File: src/rtl/burst_pulse_gen_pkg.sv
// Shared sn74lib definitions for the burst pulse generator: state encodings,
// phase-timer sizing and the legal range of the HALF parameter.
package burst_pulse_gen_pkg;

    localparam int unsigned HALF_MIN = 1;
    localparam int unsigned HALF_MAX = 15;
    localparam int unsigned TIMER_W  = 4;

    typedef enum logic [1:0] {
        ST_IDLE = 2'd0,
        ST_LOW  = 2'd1,
        ST_HIGH = 2'd2,
        ST_DONE = 2'd3
    } bpg_state_t;

    // Phase timer reload value; out-of-range HALF is clamped to the legal range.
    function automatic logic [TIMER_W-1:0] half_reload(input int unsigned half);
        int unsigned h;
        h = half;
        if (h < HALF_MIN) h = HALF_MIN;
        if (h > HALF_MAX) h = HALF_MAX;
        return TIMER_W'(h - 1);
    endfunction

endpackage

File: src/rtl/burst_phase_timer.sv
// Phase timer: loadable down-counter of HALF cycles with a terminal-count flag.
module burst_phase_timer
    import burst_pulse_gen_pkg::*;
#(
    parameter int unsigned HALF = 1
) (
    input  logic clk,
    input  logic clr_n,
    input  logic load,
    output logic tc_c
);

    localparam logic [TIMER_W-1:0] RELOAD = half_reload(HALF);

    logic [TIMER_W-1:0] cnt;

    always_ff @(posedge clk) begin
        if (!clr_n) begin
            cnt <= '0;
        end else if (load) begin
            cnt <= RELOAD;
        end else if (cnt != '0) begin
            cnt <= cnt - TIMER_W'(1);
        end
    end

    // Last cycle of the current phase.
    assign tc_c = (cnt == '0);

endmodule

File: src/rtl/burst_pulse_gen.sv
// Burst pulse generator: emits N low/high pulses of HALF cycles per phase,
// then a one-cycle done strobe. All outputs come straight from flops.
module burst_pulse_gen
    import burst_pulse_gen_pkg::*;
#(
    parameter int unsigned WIDTH = 4,
    parameter int unsigned HALF  = 1
) (
    input  logic             clk,
    input  logic             clr_n,
    input  logic             start,
    input  logic [WIDTH-1:0] count,
    output logic             pulse,
    output logic             busy,
    output logic             done,
    output logic [WIDTH-1:0] rem
);

    bpg_state_t state;
    logic       tc_c;
    logic       load_c;

    // Restart the phase timer on every entry into LOW or HIGH.
    always_comb begin
        load_c = 1'b0;
        case (state)
            ST_IDLE: load_c = start && (count != '0);
            ST_LOW:  load_c = tc_c;
            ST_HIGH: load_c = tc_c && (rem != '0);
            default: load_c = 1'b0;
        endcase
    end

    burst_phase_timer #(
        .HALF (HALF)
    ) u_timer (
        .clk   (clk),
        .clr_n (clr_n),
        .load  (load_c),
        .tc_c  (tc_c)
    );

    always_ff @(posedge clk) begin
        if (!clr_n) begin
            state <= ST_IDLE;
            pulse <= 1'b1;
            busy  <= 1'b0;
            done  <= 1'b0;
            rem   <= '0;
        end else begin
            done <= 1'b0;
            case (state)
                ST_IDLE: begin
                    if (start) begin
                        if (count != '0) begin
                            state <= ST_LOW;
                            rem   <= count - WIDTH'(1);
                            pulse <= 1'b0;
                            busy  <= 1'b1;
                        end else begin
                            state <= ST_DONE;
                            done  <= 1'b1;
                        end
                    end
                end
                ST_LOW: begin
                    if (tc_c) begin
                        state <= ST_HIGH;
                        pulse <= 1'b1;
                    end
                end
                ST_HIGH: begin
                    if (tc_c) begin
                        // rem holds pulses not yet started, so it stops at zero.
                        if (rem != '0) begin
                            state <= ST_LOW;
                            rem   <= rem - WIDTH'(1);
                            pulse <= 1'b0;
                        end else begin
                            state <= ST_DONE;
                            busy  <= 1'b0;
                            done  <= 1'b1;
                        end
                    end
                end
                ST_DONE: begin
                    state <= ST_IDLE;
                    pulse <= 1'b1;
                    busy  <= 1'b0;
                    rem   <= '0;
                end
                default: begin
                    state <= ST_IDLE;
                    pulse <= 1'b1;
                    busy  <= 1'b0;
                    rem   <= '0;
                end
            endcase
        end
    end

endmodule

File: config.mk
export PLATFORM = sky130hd
export DESIGN_NAME = burst_pulse_gen
export DESIGN_NICKNAME = d
export VERILOG_FILES = /design/src/rtl/burst_pulse_gen_pkg.sv /design/src/rtl/burst_phase_timer.sv /design/src/rtl/burst_pulse_gen.sv
export SDC_FILE = /design/constraint.sdc
export NUM_CORES = 1
export LEC_CHECK = 0
export BUFFER_PORTS_ARGS = -buffer_cell sky130_fd_sc_hd__buf_2
export CAP_MARGIN = 20
export CORE_MARGIN = 5
export CORE_UTILIZATION = 28
export DETAILED_ROUTE_END_ITERATION = 6
export HOLD_SLACK_MARGIN = 0.02
export SYNTH_ARGS = -nofsm -noshare
export SYNTH_HDL_FRONTEND = slang
export SYNTH_SLANG_ARGS = --single-unit
File: constraint.sdc
create_clock -name clk -period 2.9 [get_ports clk]
set_clock_uncertainty 0.05 [all_clocks]
set_input_delay 0 -clock clk [delete_from_list [all_inputs] [get_ports clk]]
set_output_delay 0 -clock clk [all_outputs]
set_load 0.02 [all_outputs]
==> Yosys cells after proc, flatten, opt, wreduce, memory -nomap -nowiden <==
Index checks and enable logic that the tools add are counted.
{ "word_totals": {"regBits": 13, "inputBits": 7} }
{ "classes": {"addsub": 3, "n_eq_ne": 9, "muxes": 28, "n_bitwise": 1, "reduce_logical": 13} }
{ "op_table": {"columns": ["op", "n"], "rows": [
  ["two-way mux 4 bit", 4],
  ["AND reduction 5 bit", 3],
  ["two-way mux 1 bit", 13],
  ["inequality test 2 bit, second input constant", 6],
  ["case mux 4 bit (3 select lines)", 1],
  ["nonzero test 4 bit", 3],
  ["subtractor 4 x 1 -> 4 bit, second input constant", 3],
  ["two-way mux 2 bit", 5],
  ["case mux 2 bit (4 select lines)", 1],
  ["case mux 1 bit (3 select lines)", 2],
  ["equality test 2 bit, second input constant", 2],
  ["logical NOT 4 bit", 1],
  ["case mux 1 bit (4 select lines)", 1],
  ["AND reduction 3 bit", 1],
  ["nonzero test 3 bit", 1],
  ["equality test 2 x 1 -> 1 bit, second input constant", 1],
  ["logical AND 1 bit", 2],
  ["logical NOT 2 bit", 1],
  ["case mux 1 bit (2 select lines)", 1],
  ["OR reduction 2 bit", 1],
  ["inverter 1 bit", 1]
]} }

==> Depth between registers and ports, before layout <==
{ "logic_depth": {"ltp_word": 4, "depth_mapped": 9} }

==> Cells and area by module <==
From an unflattened synthesis, not the netlist that was laid out.
{ "unflattened": {"hier_cells": 85, "hier_area_um2": 809.5} }
{ "modules_own_cells": {"columns": ["mod", "n_inst", "cells_each", "area_each_um2", "seq_area_each_um2"], "rows": [
  ["burst_pulse_gen", 1, 63, 596.8, 180.2],
  ["burst_phase_timer", 1, 22, 212.7, 80.1]
]} }

==> Worst setup path after synthesis <==
Ideal clock, no wire load.
{ "synth_path": {"path_type": "register to register", "startpoint": "register u_timer.cnt[0]", "endpoint": "register rem[0]", "setup_time_ns": 0.117, "arrival_ns": 1.576, "required_time_ns": 2.733, "path_slack_ns": 1.157, "path_stages_with_launch": 7, "n_path_buf": 0, "period_less_slack_ns": 1.743, "path_cell_list": "dfxtp_1 > inv_1 > ha_1 > or3b_1 > o31ai_1 > nor2_1 > a22o_1"} }
{ "synth_between": {"elab_chain_len": 3} }
{ "synth_lines": {"columns": ["element", "line_no", "source"], "rows": [
  ["start: declaration", "burst_phase_timer.sv:15", "logic [TIMER_W-1:0] cnt;"],
  ["start signal: assignment", "burst_phase_timer.sv:23", "cnt <= cnt - TIMER_W'(1);"],
  ["logical NOT 4 bit", "burst_phase_timer.sv:28", "assign tc_c = (cnt == '0);"],
  ["inequality test 2 bit (no source line)", null, null],
  ["AND reduction 5 bit (no source line)", null, null],
  ["end signal: assignment", "burst_pulse_gen.sv:57", "rem <= count - WIDTH'(1);"],
  ["end signal: assignment", "burst_pulse_gen.sv:77", "rem <= rem - WIDTH'(1);"],
  ["end: declaration", "burst_pulse_gen.sv:16", "output logic [WIDTH-1:0] rem"]
]} }
Every way passes these cells.
A chain may end at the register's enable or synchronous reset.

==> Worst setup path after layout <==
Same ends and word-level chain as after synthesis.

==> impl_metrics.sql <==
INSERT INTO impl_metrics (metric_group, metric, value, unit) VALUES
('status', 'outcome', 'finished, final reports clean', ''),
('yosys', 'synthesis.yosys.warnings', '0', ''),
('worst_setup_path', 'crit_path_max_fanout', '5', ''),
('yosys', 'post_synth_inst_count', '89', ''),
('yosys', 'yosys_register_bits', '13', ''),
('worst_setup_path', 'crit_type', 'flop to flop', ''),
('worst_setup_path', 'cpMaxStageDelayCell', 'sky130_fd_sc_hd__or3b_1', ''),
('worst_setup_path', 'worst_path_largest_cell_delay', '0.47', 'ns'),
('worst_setup_path', 'crit_path_end_kind', 'flop', ''),
('worst_setup_path', 'worstReg2RegStart', 'u_timer.cnt[0]', ''),
('sta', 'rsz0062_at_grt', 'false', ''),
('pwr', 'total_power', '0.948', 'mW'),
('grt', 'grt_first_pass_wirelength', '3020', 'um'),
('clock_tree', 'post-cts-setup-buffers', '0', ''),
('yosys', 'ys_types', '39', ''),
('routing', 'dr_iter_0_viols', '19', ''),
('grt', 'first_global_vias', '656', ''),
('clock_tree', 'clock-root-buffer', 'sky130_fd_sc_hd__clkbuf_4', ''),
('clock_tree', 'number_of_buffers_on_the_longest_clock_path', '2', ''),
('clock_tree', 'tritoncts', 'yes', ''),
('sta', 'final.setup.tns', '0', 'ns'),
('clock_tree', 'path_clk_slew', '0.09', 'ns'),
('sta', 'max_slew.worst_pin.slew', '0.693', 'ns'),
('die', 'num_ports', '14', ''),
('die', 'die_w', '62.5', 'um'),
('cells_and_area', 'share_of_layout_cells_above_drive_strength_1', '0.231', ''),
('cells_and_area', 'n_fill_cell', '286', ''),
('worst_setup_path', 'worstPathCellList', 'inv_1 -> ha_1 -> or3b_1 -> o31ai_1 -> nor2_1 -> a22o_1', ''),
('worst_setup_path', 'worstPathRequired', '3.02', 'ns'),
('die', 'fp.dieArea', '0.00390', 'mm2'),
('placement', 'numPortBuffers', '13', ''),
('routing', 'drc', '0', ''),
('yosys', 'synthesis.nets', '98', ''),
('worst_setup_path', 'depth_of_the_critical_timing_path_with_buffers_and_inverters_included', '6', ''),
('worst_setup_path', 'r2r_cells', '6', ''),
('sta', 'slew_headroom', '0.536', ''),
('sta', 'finalHoldWorstSlack', '0.0567', 'ns'),
('sta', 'setup_viol', '0', ''),
('pwr', 'worst_ir_drop_vdd', '0.000581', 'V'),
('worst_setup_path', 'rr_endpoint', 'rem[0]', ''),
('placement', 'final_weighted_congestion_of_routability_driven_global_placement', '0.858', ''),
('yosys', 'synth_seq_area_share', '0.338', ''),
('worst_setup_path', 'critical_path.endpoint', 'rem[0]', ''),
('routing', 'dr_total_vias', '711', ''),
('worst_setup_path', 'cp-startpoint', 'u_timer.cnt[0]', ''),
('placement', 'estimated_wirelength_of_the_detail_placed_design', '1360', 'um'),
('worst_hold_path', 'holdCritPathClass', 'input pin to flop', ''),
('routing', 'route.final.wire_length', '1810', 'um'),
('routing', 'detail_route.vias_per_cell', '5.27', ''),
('yosys', 'largest_cells_by_area_after_synthesis', 'sky130_fd_sc_hd__dfxtp_1 (34%), sky130_fd_sc_hd__nor3_1 (3.9%), sky130_fd_sc_hd__nor2_1 (3.4%)', ''),
('clock_tree', 'htree_num_levels', '1', ''),
('die', 'floorplan.initialDensity', '0.287', ''),
('routing', 'number_of_search_and_repair_iterations_in_the_first_detailed_routing_pass', '4', ''),
('yosys', 'netlist.area_leader.share', '0.338', ''),
('clock_tree', 'postCtsResizedCells', '0', ''),
('worst_setup_path', 'crit_family', 'compound AO/OA/AOI/OAI gates', ''),
('job', 'maxCapViolations', '0', ''),
('routing', 'wl_per_cell', '13.4', 'um'),
('sta', 'timing.final.max_slew_violations', '0', ''),
('pwr', 'p_leak', '0.365', 'nW'),
('grt', 'globalRoute.totalOverflow', '0', ''),
('worst_setup_path', 'rrSetupSlack', '0.90', 'ns'),
('sta', 'clock.fmax', '0.501', 'GHz'),
('clock_tree', 'clk_latency', '0.27', 'ns'),
('yosys', 'synth.largest_area_cell', 'sky130_fd_sc_hd__dfxtp_1', ''),
('grt', 'grt_max_degree', '12', ''),
('worst_setup_path', 'startpoint_type', 'flop', ''),
('die', 'rows', '19', ''),
('cells_and_area', 'antenna_cells_inserted', '0', ''),
('cells_and_area', 'finalNetCount', '114', ''),
('pwr', 'cellPowerDensity', '1050', 'mW/mm2');
cell families after synthesis:
kind of cell,Yosys count,synth area share
DFF,13,0.338
xor gates and xnor gates,2,0.0227
buffers and inverters,8,0.0390
and+or+nand+nor,34,0.253
muxes,3,0.0406
adders and majority gates,2,0.0325
AOI/OAI and AO/OA,27,0.274
cell type report:
cell class	instances	area, um2	share of cell area
clock buffers	4	26.3	0.0292
well taps	31	38.8	0.0431
flip-flops and latches	13	260	0.289
multi-input cells	68	480	0.534
inverters	5	18.8	0.0209
repair buffers	14	75.1	0.0834
worst min-delay path by stage:
stage               slack (ns)  endpoint  cells after the start     start
global placement          0.22     pulse                      2     clr_n
global route              0.06  state[1]                      3  count[3]
detailed placement        0.22     pulse                      2     clr_n
floorplan                 0.03     pulse                      1     clr_n
CTS                       0.05  state[1]                      3  count[3]
finish                    0.06  state[1]                      3  count[3]
Yosys cell counts:
cell type,instances
sky130_fd_sc_hd__dfxtp_1,13
sky130_fd_sc_hd__nor2_1,7
sky130_fd_sc_hd__nor3_1,6
sky130_fd_sc_hd__inv_1,5
sky130_fd_sc_hd__o21ai_0,5
sky130_fd_sc_hd__a21oi_1,3
sky130_fd_sc_hd__clkbuf_1,3
sky130_fd_sc_hd__nand2_1,3
sky130_fd_sc_hd__a211oi_1,2
sky130_fd_sc_hd__a21o_1,2
sky130_fd_sc_hd__a31oi_1,2
sky130_fd_sc_hd__ha_1,2
sky130_fd_sc_hd__mux2i_1,2
sky130_fd_sc_hd__nand2b_1,2
sky130_fd_sc_hd__nand3_1,2
sky130_fd_sc_hd__nand4_1,2
sky130_fd_sc_hd__nor2b_1,2
sky130_fd_sc_hd__nor4_1,2
sky130_fd_sc_hd__o2bb2ai_1,2
sky130_fd_sc_hd__o31ai_1,2
sky130_fd_sc_hd__or3_1,2
sky130_fd_sc_hd__a211oi_2,1
sky130_fd_sc_hd__a21o_4,1
sky130_fd_sc_hd__a221oi_1,1
sky130_fd_sc_hd__a22o_1,1
sky130_fd_sc_hd__a31o_4,1
sky130_fd_sc_hd__and3_2,1
sky130_fd_sc_hd__mux2_2,1
sky130_fd_sc_hd__nor3b_1,1
sky130_fd_sc_hd__nor3b_2,1
sky130_fd_sc_hd__o21a_1,1
sky130_fd_sc_hd__o21bai_1,1
sky130_fd_sc_hd__o31a_2,1
sky130_fd_sc_hd__o32ai_1,1
sky130_fd_sc_hd__or3b_1,1
sky130_fd_sc_hd__or4_1,1
sky130_fd_sc_hd__or4_4,1
sky130_fd_sc_hd__xnor2_1,1
sky130_fd_sc_hd__xor2_1,1
per-stage QoR:
step,utilization,setup slack [ns],cell area (um2),instances
CTS,0.335,0.899,900,135
global placement,0.321,0.908,863,130
floorplan,-,1.16,771,89
detailed placement,0.321,0.929,863,130
global route,0.335,0.732,900,135
finish,0.335,0.904,900,135
routing by layer:
metal / part of all wire / vias up / track usage
met1: 0.46 / 328 / 0.122
met5: 0 / - / 0
met4: 0.0077 / 0 / 0.0318
met2: 0.50 / 13 / 0.150
li1: - / 368 / -
met3: 0.028 / 2 / 0.0234
sequential cells by signal (all words and copies together), names as in the netlist:
name / count
busy: 1
done: 1
pulse: 1
rem: 4
state: 2
u_timer.cnt: 4
where the power goes:
group	switching (mW)	total [mW]	internal (mW)
registers	0.0699	0.306	0.236
clock network	0.0621	0.115	0.0533
logic	0.312	0.526	0.215
timing repair:
item                       in CTS  in global routing
hold buffers                    1                  0
hold endpoints to repair        5                  0
setup endpoints to repair       0                  0
worst min-delay path, stage by stage:
cell	delay (ns)
sky130_fd_sc_hd__buf_2	0.10
sky130_fd_sc_hd__or4_4	0.16
sky130_fd_sc_hd__a221oi_1	0.08
Power figures use the tool's default switching activity.
